==> src/rtl/packet_tx_source.sv <==
// Software-programmed AXI-Stream packet transmitter.
// The host loads 16-bit words into a local buffer over Avalon-MM, sets DEST and LEN,
// and then writes start. The packet is streamed with tdest, honouring tready.
//
// Ports:
//   clk, reset_n         single rising-edge clock, async active-low reset
//   writedata/write/chipselect/address/read/readdata
//                        Avalon-MM slave (8-bit, registered readdata)
//   tx_tdata/tx_tvalid/tx_tlast/tx_tdest/tx_tready
//                        AXI-Stream master toward a switch ingress port
//   irq                  level interrupt, done & irq_en
//
// Register map:
//   0x00 CTRL     W: b0 start, b1 abort, b2 irq_en, b3 clear done/aborted
//                 R: {4'b0, irq_en, aborted, done, busy}
//   0x01 DEST     R/W
//   0x02 LEN      R/W, packet length in words
//   0x03 DATA_LO  W: stage low byte
//   0x04 DATA_HI  W: write {hi, lo} to buf[wptr], wptr++
//   0x05 WPTR     R: wptr, W: wptr <= 0
//   0x06 PKT_CNT  R: completed, non-aborted packets (mod 256)
module packet_tx_source #(
  parameter int unsigned N_PORTS    = 4,
  parameter int unsigned DATA_WIDTH = 16,
  parameter int unsigned IDX_WIDTH  = $clog2(N_PORTS),
  parameter int unsigned DEPTH      = 64,
  parameter int unsigned PTR_WIDTH  = $clog2(DEPTH)
) (
  input  logic                  clk,
  input  logic                  reset_n,
  input  logic [7:0]            writedata,
  input  logic                  write,
  input  logic                  chipselect,
  input  logic [7:0]            address,
  input  logic                  read,
  output logic [7:0]            readdata,
  output logic [DATA_WIDTH-1:0] tx_tdata,
  output logic                  tx_tvalid,
  output logic                  tx_tlast,
  output logic [IDX_WIDTH-1:0]  tx_tdest,
  input  logic                  tx_tready,
  output logic                  irq
);

  localparam logic [7:0] AddrCtrl   = 8'h00;
  localparam logic [7:0] AddrDest   = 8'h01;
  localparam logic [7:0] AddrLen    = 8'h02;
  localparam logic [7:0] AddrDataLo = 8'h03;
  localparam logic [7:0] AddrDataHi = 8'h04;
  localparam logic [7:0] AddrWptr   = 8'h05;
  localparam logic [7:0] AddrPktCnt = 8'h06;

  localparam logic [7:0]           DepthB  = 8'(DEPTH);
  localparam logic [PTR_WIDTH-1:0] WptrMax = PTR_WIDTH'(DEPTH - 1);

  typedef enum logic [0:0] {StIdle, StSend} state_e;

  state_e                state_q, state_d;
  logic [7:0]            readdata_q, readdata_d;
  logic                  irq_en_q, irq_en_d;
  logic                  done_q, done_d;
  logic                  aborted_q, aborted_d;
  logic                  abort_pend_q, abort_pend_d;
  logic [IDX_WIDTH-1:0]  dest_reg_q, dest_reg_d;
  logic [7:0]            len_reg_q, len_reg_d;
  logic [7:0]            lo_q, lo_d;
  logic [PTR_WIDTH-1:0]  wptr_q, wptr_d;
  logic [7:0]            pkt_cnt_q, pkt_cnt_d;
  logic [IDX_WIDTH-1:0]  dest_q, dest_d;
  logic [7:0]            len_q, len_d;
  logic [PTR_WIDTH-1:0]  rptr_q, rptr_d;

  logic [DATA_WIDTH-1:0] mem_q [DEPTH];

  logic wr_en, rd_en, ctrl_wr, busy, idle, start_ok, mem_we, hs, last_by_cnt, beat_last;

  assign wr_en   = chipselect & write;
  assign rd_en   = chipselect & read;
  assign ctrl_wr = wr_en && (address == AddrCtrl);
  assign busy    = (state_q == StSend);
  assign idle    = ~busy;

  // A start with an out-of-range length is dropped without touching any flag.
  assign start_ok = ctrl_wr && writedata[0] && idle &&
                    (len_reg_q != 8'd0) && (len_reg_q <= DepthB);

  // Buffer is only writable while idle so an in-flight packet can't be corrupted.
  assign mem_we = wr_en && (address == AddrDataHi) && idle;

  assign hs          = tx_tvalid & tx_tready;
  assign last_by_cnt = (8'(rptr_q) == (len_q - 8'd1));
  // A pending abort turns the next beat into the last one, keeping framing legal.
  assign beat_last   = last_by_cnt | abort_pend_q;

  assign tx_tvalid = busy;
  assign tx_tlast  = busy & beat_last;
  assign tx_tdata  = busy ? mem_q[rptr_q] : '0;
  assign tx_tdest  = busy ? dest_q : '0;
  assign readdata  = readdata_q;
  assign irq       = done_q & irq_en_q;

  always_comb begin
    state_d      = state_q;
    readdata_d   = readdata_q;
    irq_en_d     = irq_en_q;
    done_d       = done_q;
    aborted_d    = aborted_q;
    abort_pend_d = abort_pend_q;
    dest_reg_d   = dest_reg_q;
    len_reg_d    = len_reg_q;
    lo_d         = lo_q;
    wptr_d       = wptr_q;
    pkt_cnt_d    = pkt_cnt_q;
    dest_d       = dest_q;
    len_d        = len_q;
    rptr_d       = rptr_q;

    // Register writes. Clear is applied first so a same-cycle set overrides it.
    if (ctrl_wr) begin
      irq_en_d = writedata[2];
      if (writedata[3]) begin
        done_d    = 1'b0;
        aborted_d = 1'b0;
      end
    end
    if (wr_en && idle) begin
      unique case (address)
        AddrDest:   dest_reg_d = writedata[IDX_WIDTH-1:0];
        AddrLen:    len_reg_d  = writedata;
        AddrDataHi: wptr_d     = (wptr_q == WptrMax) ? '0 : wptr_q + 1'b1;
        AddrWptr:   wptr_d     = '0;
        default:    ;
      endcase
    end
    if (wr_en && (address == AddrDataLo)) lo_d = writedata;

    unique case (state_q)
      StIdle: begin
        if (start_ok) begin
          state_d      = StSend;
          dest_d       = dest_reg_q;
          len_d        = len_reg_q;
          rptr_d       = '0;
          done_d       = 1'b0;
          aborted_d    = 1'b0;
          abort_pend_d = 1'b0;
        end
      end
      StSend: begin
        if (ctrl_wr && writedata[1]) abort_pend_d = 1'b1;
        if (hs) begin
          rptr_d = rptr_q + 1'b1;
          if (beat_last) begin
            state_d      = StIdle;
            abort_pend_d = 1'b0;
            if (abort_pend_q) begin
              aborted_d = 1'b1;
            end else begin
              done_d    = 1'b1;
              pkt_cnt_d = pkt_cnt_q + 8'd1;
            end
          end
        end
      end
      default: state_d = StIdle;
    endcase

    if (rd_en) begin
      unique case (address)
        AddrCtrl:   readdata_d = {4'b0, irq_en_q, aborted_q, done_q, busy};
        AddrDest:   readdata_d = 8'(dest_reg_q);
        AddrLen:    readdata_d = len_reg_q;
        AddrWptr:   readdata_d = 8'(wptr_q);
        AddrPktCnt: readdata_d = pkt_cnt_q;
        default:    readdata_d = 8'd0;
      endcase
    end
  end

  always_ff @(posedge clk or negedge reset_n) begin
    if (!reset_n) begin
      state_q      <= StIdle;
      readdata_q   <= '0;
      irq_en_q     <= 1'b0;
      done_q       <= 1'b0;
      aborted_q    <= 1'b0;
      abort_pend_q <= 1'b0;
      dest_reg_q   <= '0;
      len_reg_q    <= '0;
      lo_q         <= '0;
      wptr_q       <= '0;
      pkt_cnt_q    <= '0;
      dest_q       <= '0;
      len_q        <= '0;
      rptr_q       <= '0;
    end else begin
      state_q      <= state_d;
      readdata_q   <= readdata_d;
      irq_en_q     <= irq_en_d;
      done_q       <= done_d;
      aborted_q    <= aborted_d;
      abort_pend_q <= abort_pend_d;
      dest_reg_q   <= dest_reg_d;
      len_reg_q    <= len_reg_d;
      lo_q         <= lo_d;
      wptr_q       <= wptr_d;
      pkt_cnt_q    <= pkt_cnt_d;
      dest_q       <= dest_d;
      len_q        <= len_d;
      rptr_q       <= rptr_d;
    end
  end

  // Buffer storage has no reset; its contents are undefined after reset.
  always_ff @(posedge clk) begin
    if (mem_we) mem_q[wptr_q] <= {writedata, lo_q};
  end

endmodule
==> config.mk <==
export PLATFORM = sky130hd
export DESIGN_NAME = packet_tx_source
export DESIGN_NICKNAME = d
export VERILOG_FILES = /design/src/rtl/packet_tx_source.sv
export SDC_FILE = /design/constraint.sdc
export NUM_CORES = 1
export LEC_CHECK = 0
export CAP_MARGIN = 20
export CELL_PAD_IN_SITES_DETAIL_PLACEMENT = 1
export CELL_PAD_IN_SITES_GLOBAL_PLACEMENT = 1
export CORE_MARGIN = 2
export CORE_UTILIZATION = 60
export DETAILED_ROUTE_END_ITERATION = 6
export PLACE_DENSITY_LB_ADDON = 0.05
export SKIP_LAST_GASP = 1
export SYNTH_ARGS = -nofsm -noshare
export SYNTH_HDL_FRONTEND = slang
export SYNTH_SLANG_ARGS = --single-unit
==> constraint.sdc <==
create_clock -name clk -period 8.1 [get_ports clk]
set_clock_uncertainty 0.15 [all_clocks]
set_input_delay 0.81 -clock clk [delete_from_list [all_inputs] [get_ports clk]]
set_output_delay 0.81 -clock clk [all_outputs]
set_load 0.01 [all_outputs]
Word level (Yosys, flattened, before mapping)
Memory sizes are Yosys's and may differ from the RTL's.
Cells that the tools add are included.
W data, S select, Z words.

word-level totals
  output and inout port bits = 29
  memories = 1
  input bits = 22
  bits in writable memories = 1024
  logic and storage cells = 90
  flip-flop bits (word level) = 61

memory list
  memory  depth  width  rd ports  clocked after memory_dff  wr ports  RTL line  text
  mem_q   64     16     1         0                         1         73        logic [DATA_WIDTH-1:0] mem_q [DEPTH];

cells by class
  $lt $le $gt $ge = 1
  mux-type cells = 33
  reductions and logical operators = 19
  eq/ne operators = 10
  add/sub/neg operators = 4
  bitwise gates (word level) = 8

operators by type and width
  cell                   number
  $pmux W8 S5            1
  $eq A8 B3 Y1 const B   3
  $pmux W6 S2            2
  $mux W1                21
  $mux W6                3
  $eq A8 B2 Y1 const B   2
  $mux W16               1
  $add A6 B1 Y6 const B  2
  $logic_and A1 B1 Y1    10
  $reduce_and A2 Y1      5
  $add A8 B1 Y8 const B  1
  $eq A6 B8 Y1           1
  $eq A8 B1 Y1 const B   1
  $le A8 B7 Y1 const B   1
  $logic_not A8 Y1       1
  $pmux W1 S2            4
  $reduce_bool A8 Y1     1
  $sub A8 B1 Y8 const B  1
  $eq A6 B6 Y1 const B   1
  $and A1 B1 Y1          5
  $ne A2 B1 Y1 const B   2
  $reduce_and A4 Y1      1
  $mux W2                1
  $not A1 Y1             2
  2 further kinds        2

Longest topological paths before layout
  depth in word-level cells = 8
  gate-level depth with buffers = 8
  depth with buffers taken out = 7

Least setup slack after synthesis
OpenSTA, ideal clock, no wires.

  kind = input-to-reg
  from = input port address[7]
  to = memory mem_q[63][0] (enable)
  stages = 4
  library setup time = 0.431 ns
  data required time = 7.519 ns
  buffers on the path = 1
  slack = 4.253 ns
  arrival time = 3.266 ns
  path through = nor4_2 nand4_1 clkbuf_1 nor4_1

on the way
  cells in the longest elaborated chain, start to end = 5

RTL lines
  item                              RTL line  text
  start: declaration                34        input logic [7:0] address,
  $eq A8 B3 Y1                      88        assign mem_we = wr_en && (address == AddrDataHi) && idle;
  $logic_and A1 B1 Y1 (2 in a row)  88
  $mux W1                           216       if (mem_we) mem_q[wptr_q] <= {writedata, lo_q};
  $mux W1 (implied by the code)     216
  end: declaration                  73

Every way passes these cells.

Worst setup path after layout
  from = register rptr_q[0]
  to = output port tx_tdata[9]

on the way
  cells in the longest elaborated chain, start to end = 2

RTL lines
  item                      RTL line  text
  start: declaration        71        logic [PTR_WIDTH-1:0] rptr_q, rptr_d;
  start signal: assignment  210       rptr_q <= rptr_d;
  $mem_v2 Z64 W16           --
  $mux W16                  97        assign tx_tdata = busy ? mem_q[rptr_q] : '0;
  end: declaration          37        output logic [DATA_WIDTH-1:0] tx_tdata,

Every way passes these cells.

==> impl_metrics.tcl <==
set metrics [dict create \
    status "finished, final reports clean" \
    grt.total_usage_pct 31.1 \
    synth_area_per_cell_um2 20.4 \
    htree_levels 3 \
    cp.arrival_ns 4.98 \
    fin_cells 3238 \
    finalSetupTns_ns 0 \
    coreArea_um2 69900 \
    vdd_drop_max_mv 0.177 \
    die_h_um 270 \
    postRouteAntennaNets 0 \
    synthArstFlopShare_pct 5.62 \
    hold_ws_ns 0.190 \
    holdCritPathClass "input port to asynchronous set/reset pin" \
    cts_sinks 1085 \
    setup.worst_path.end_class "primary output" \
    first_iter_violations 2547 \
    clkTransAtPathRegs_ns 0.06 \
    clock_path_buffers 3 \
    diodes 0 \
    p_switching_w 0.00220 \
    gp_congestion 0.800 \
    via_per_inst 6.75 \
    synth_cell_types 71 \
    p_per_area_nw_per_um2 232 \
    fmax_mhz 168 \
    seq_area_frac_synth_pct 76.2 \
    cts_setup_buffers 0 \
    ys_ff_latch 1085 \
    critical_path_class "register to primary output" \
    dp.cells 3043 \
    root_buffer "clkbuf_16" \
    grt_max_degree 144 \
    cp_max_fo 40 \
    ys.flop_type "edfxtp_1" \
    drt-wirelength-per-cell_um 34.3 \
    port_buffers 50 \
    rsz0062_at_grt "false" \
    hold_viol 0 \
    grt_pass1_vias 23100 \
    numCtsBuffers 106 \
    netlist_top_cells_count "edfxtp_1, mux4_2, nor2_1" \
    met1_usage_pct 44.9 \
    rows 97 \
    use_met3_pct 4.78 \
    required_ns 7.14 \
    synth_edf_count 1024 \
    cts_resized 0 \
    clkPwrFrac_pct 42.5 \
    overflow 0 \
    internal-power_w 0.00882 \
    power_leakage_nw 15.5 \
    top_usage_layer "met2" \
    synth.top_cell.area_share_pct 72.6 \
    drc 0 \
    yosysTopAreaCell "edfxtp_1" \
    finalPower_w 0.0110 \
    grt_pass1_wl_um 163000 \
    setup_viol 0 \
    die_x_um 270 \
    tightestPinTransition_ns 1.09 \
    nets 2243 \
    cap_viol_max_count 0 \
    fin_area_um2 47600 \
    drive_gt1_share_pct 24.3 \
    dr_total_vias 21800 \
    startpoint_type "register" \
    met2_usage_pct 50.3 \
    slew_violations 0 \
    tritoncts "done" \
    firstDrtPassIters 5 \
    reg2reg_depth 6 \
    yosysMostFrequentCell "edfxtp_1" \
    swShare_pct 20.0 \
    areaGrowthSynthToFinish_pct 12.3 \
    ios 51 \
    slew_headroom_pct 27.1 \
    drt_wl_total_um 111000 \
    syn_inst 2075 \
    synth_area_leaders "edfxtp_1, mux4_2, dfrtp_1, a22oi_1, mux2_2" \
    dieArea_um2 72700 \
    period_minus_slack_ns 5.94 \
    ctsHoldBuffers 0 \
    initial_core_util_pct 60.6 \
    dp_hpwl_um 61600 \
    syn_nets 2101 \
    ys_warn_count 0 \
    syn_area_um2 42400 \
    comb_power_share_pct 1.9 \
    placed_area_um2 44300 \
    worstSkewPairLatency_ns 0.65 \
    seqPwrFrac_pct 55.6 \
    timing.final.crit_share_pct 73.3 \
    antenna_found_initial 1 \
]
flip-flops by register name, summed over array words and instances, names as in the netlist:
signal	cells
mem_q	1024
len_q	8
len_reg_q	8
lo_q	8
pkt_cnt_q	8
readdata	8
rptr_q	6
wptr_q	6
dest_q	2
dest_reg_q	2
abort_pend_q	1
aborted_q	1
done_q	1
irq_en_q	1
tx_tvalid	1
worst max-delay path, cell delays in order, from the launching register on:
cell	delay, ns
dfrtp_4	0.84
buf_4	0.78
mux4_2	0.61
a22o_1	0.25
a221oi_1	0.61
o21ai_1	0.15
a221o_1	0.44
clkdlybuf4s50_1	0.52
per-stage QoR:
stage | setup WS, ns | util (%)
after floorplan | 4.25 | -
after global placement | 2.94 | 63.3
after detailed placement | 2.85 | 63.3
after CTS | 2.19 | 67.9
after global routing | 1.98 | 68.0
final | 2.16 | 68.0
area by class of cell:
type                            count  area, um2
Sequential cell                  1085      32300
Fill cell                        5611      22300
Timing Repair Buffer              150       1280
Clock inverter                     58        410
Clock buffer                      131       2810
Inverter                            7       26.3
Tap cell                          940       1180
Multi-Input combinational cell    867       9580
cell families after synthesis:
family	share of synthesized area [%]
xor+xnor	0.372
fa+ha+maj	0.118
mux	14.1
simple gates	3.73
buf+inv	1.34
flops	76.2
compound gates	4.16
worst paths after layout:
| kind | startpoint | end | slack (ns) |
|---|---|---|---|
| min in group clk | dest_q[1] | dest_q[1] | 0.33 |
| max | rptr_q[0] | tx_tdata[9] | 2.16 |
| max in group asynchronous | reset_n | rptr_q[1] | 7.03 |
| min reg2reg | dest_q[1] | dest_q[1] | 0.33 |
| min | reset_n | len_q[5] | 0.19 |
| max reg2reg | tx_tvalid | mem_q[7][12] | 4.21 |
cell usage in the layout (no fill, tap or decap), types with 12 or more instances in the layout:
cell             instances
a22oi_1                 71
edfxtp_1              1024
o21ai_0                 21
clkdlybuf4s50_1         41
o22ai_1                 31
mux4_2                 236
nor2b_1                 25
nand2_1                 91
clkinv_1                32
a211oi_1                12
nor3_1                  15
a22o_1                  23
xor2_1                  14
clkinv_2                17
nor2_1                  85
buf_4                   92
clkbuf_1                22
o21ai_1                 23
dfrtp_1                 51
clkbuf_16              109
mux2_2                  33
power groups by stage:
stage / logic (W) / registers [W] / clock network [W]
floorplan: 0.000101 / 0.00625 / 0
global placement: 0.000199 / 0.00624 / 0
detailed placement: 0.000209 / 0.00624 / 0
CTS: 0.000211 / 0.00613 / 0.00473
global route: 0.000226 / 0.00612 / 0.00492
finish: 0.000212 / 0.00612 / 0.00468
per-layer routing:
layer	part of all wire, %	wire [um]
met1	39	43800
met2	49	54400
met3	8.8	9810
met4	2.6	2920
met5	0.015	17
No activity file was read; power rests on OpenSTA's default activity.
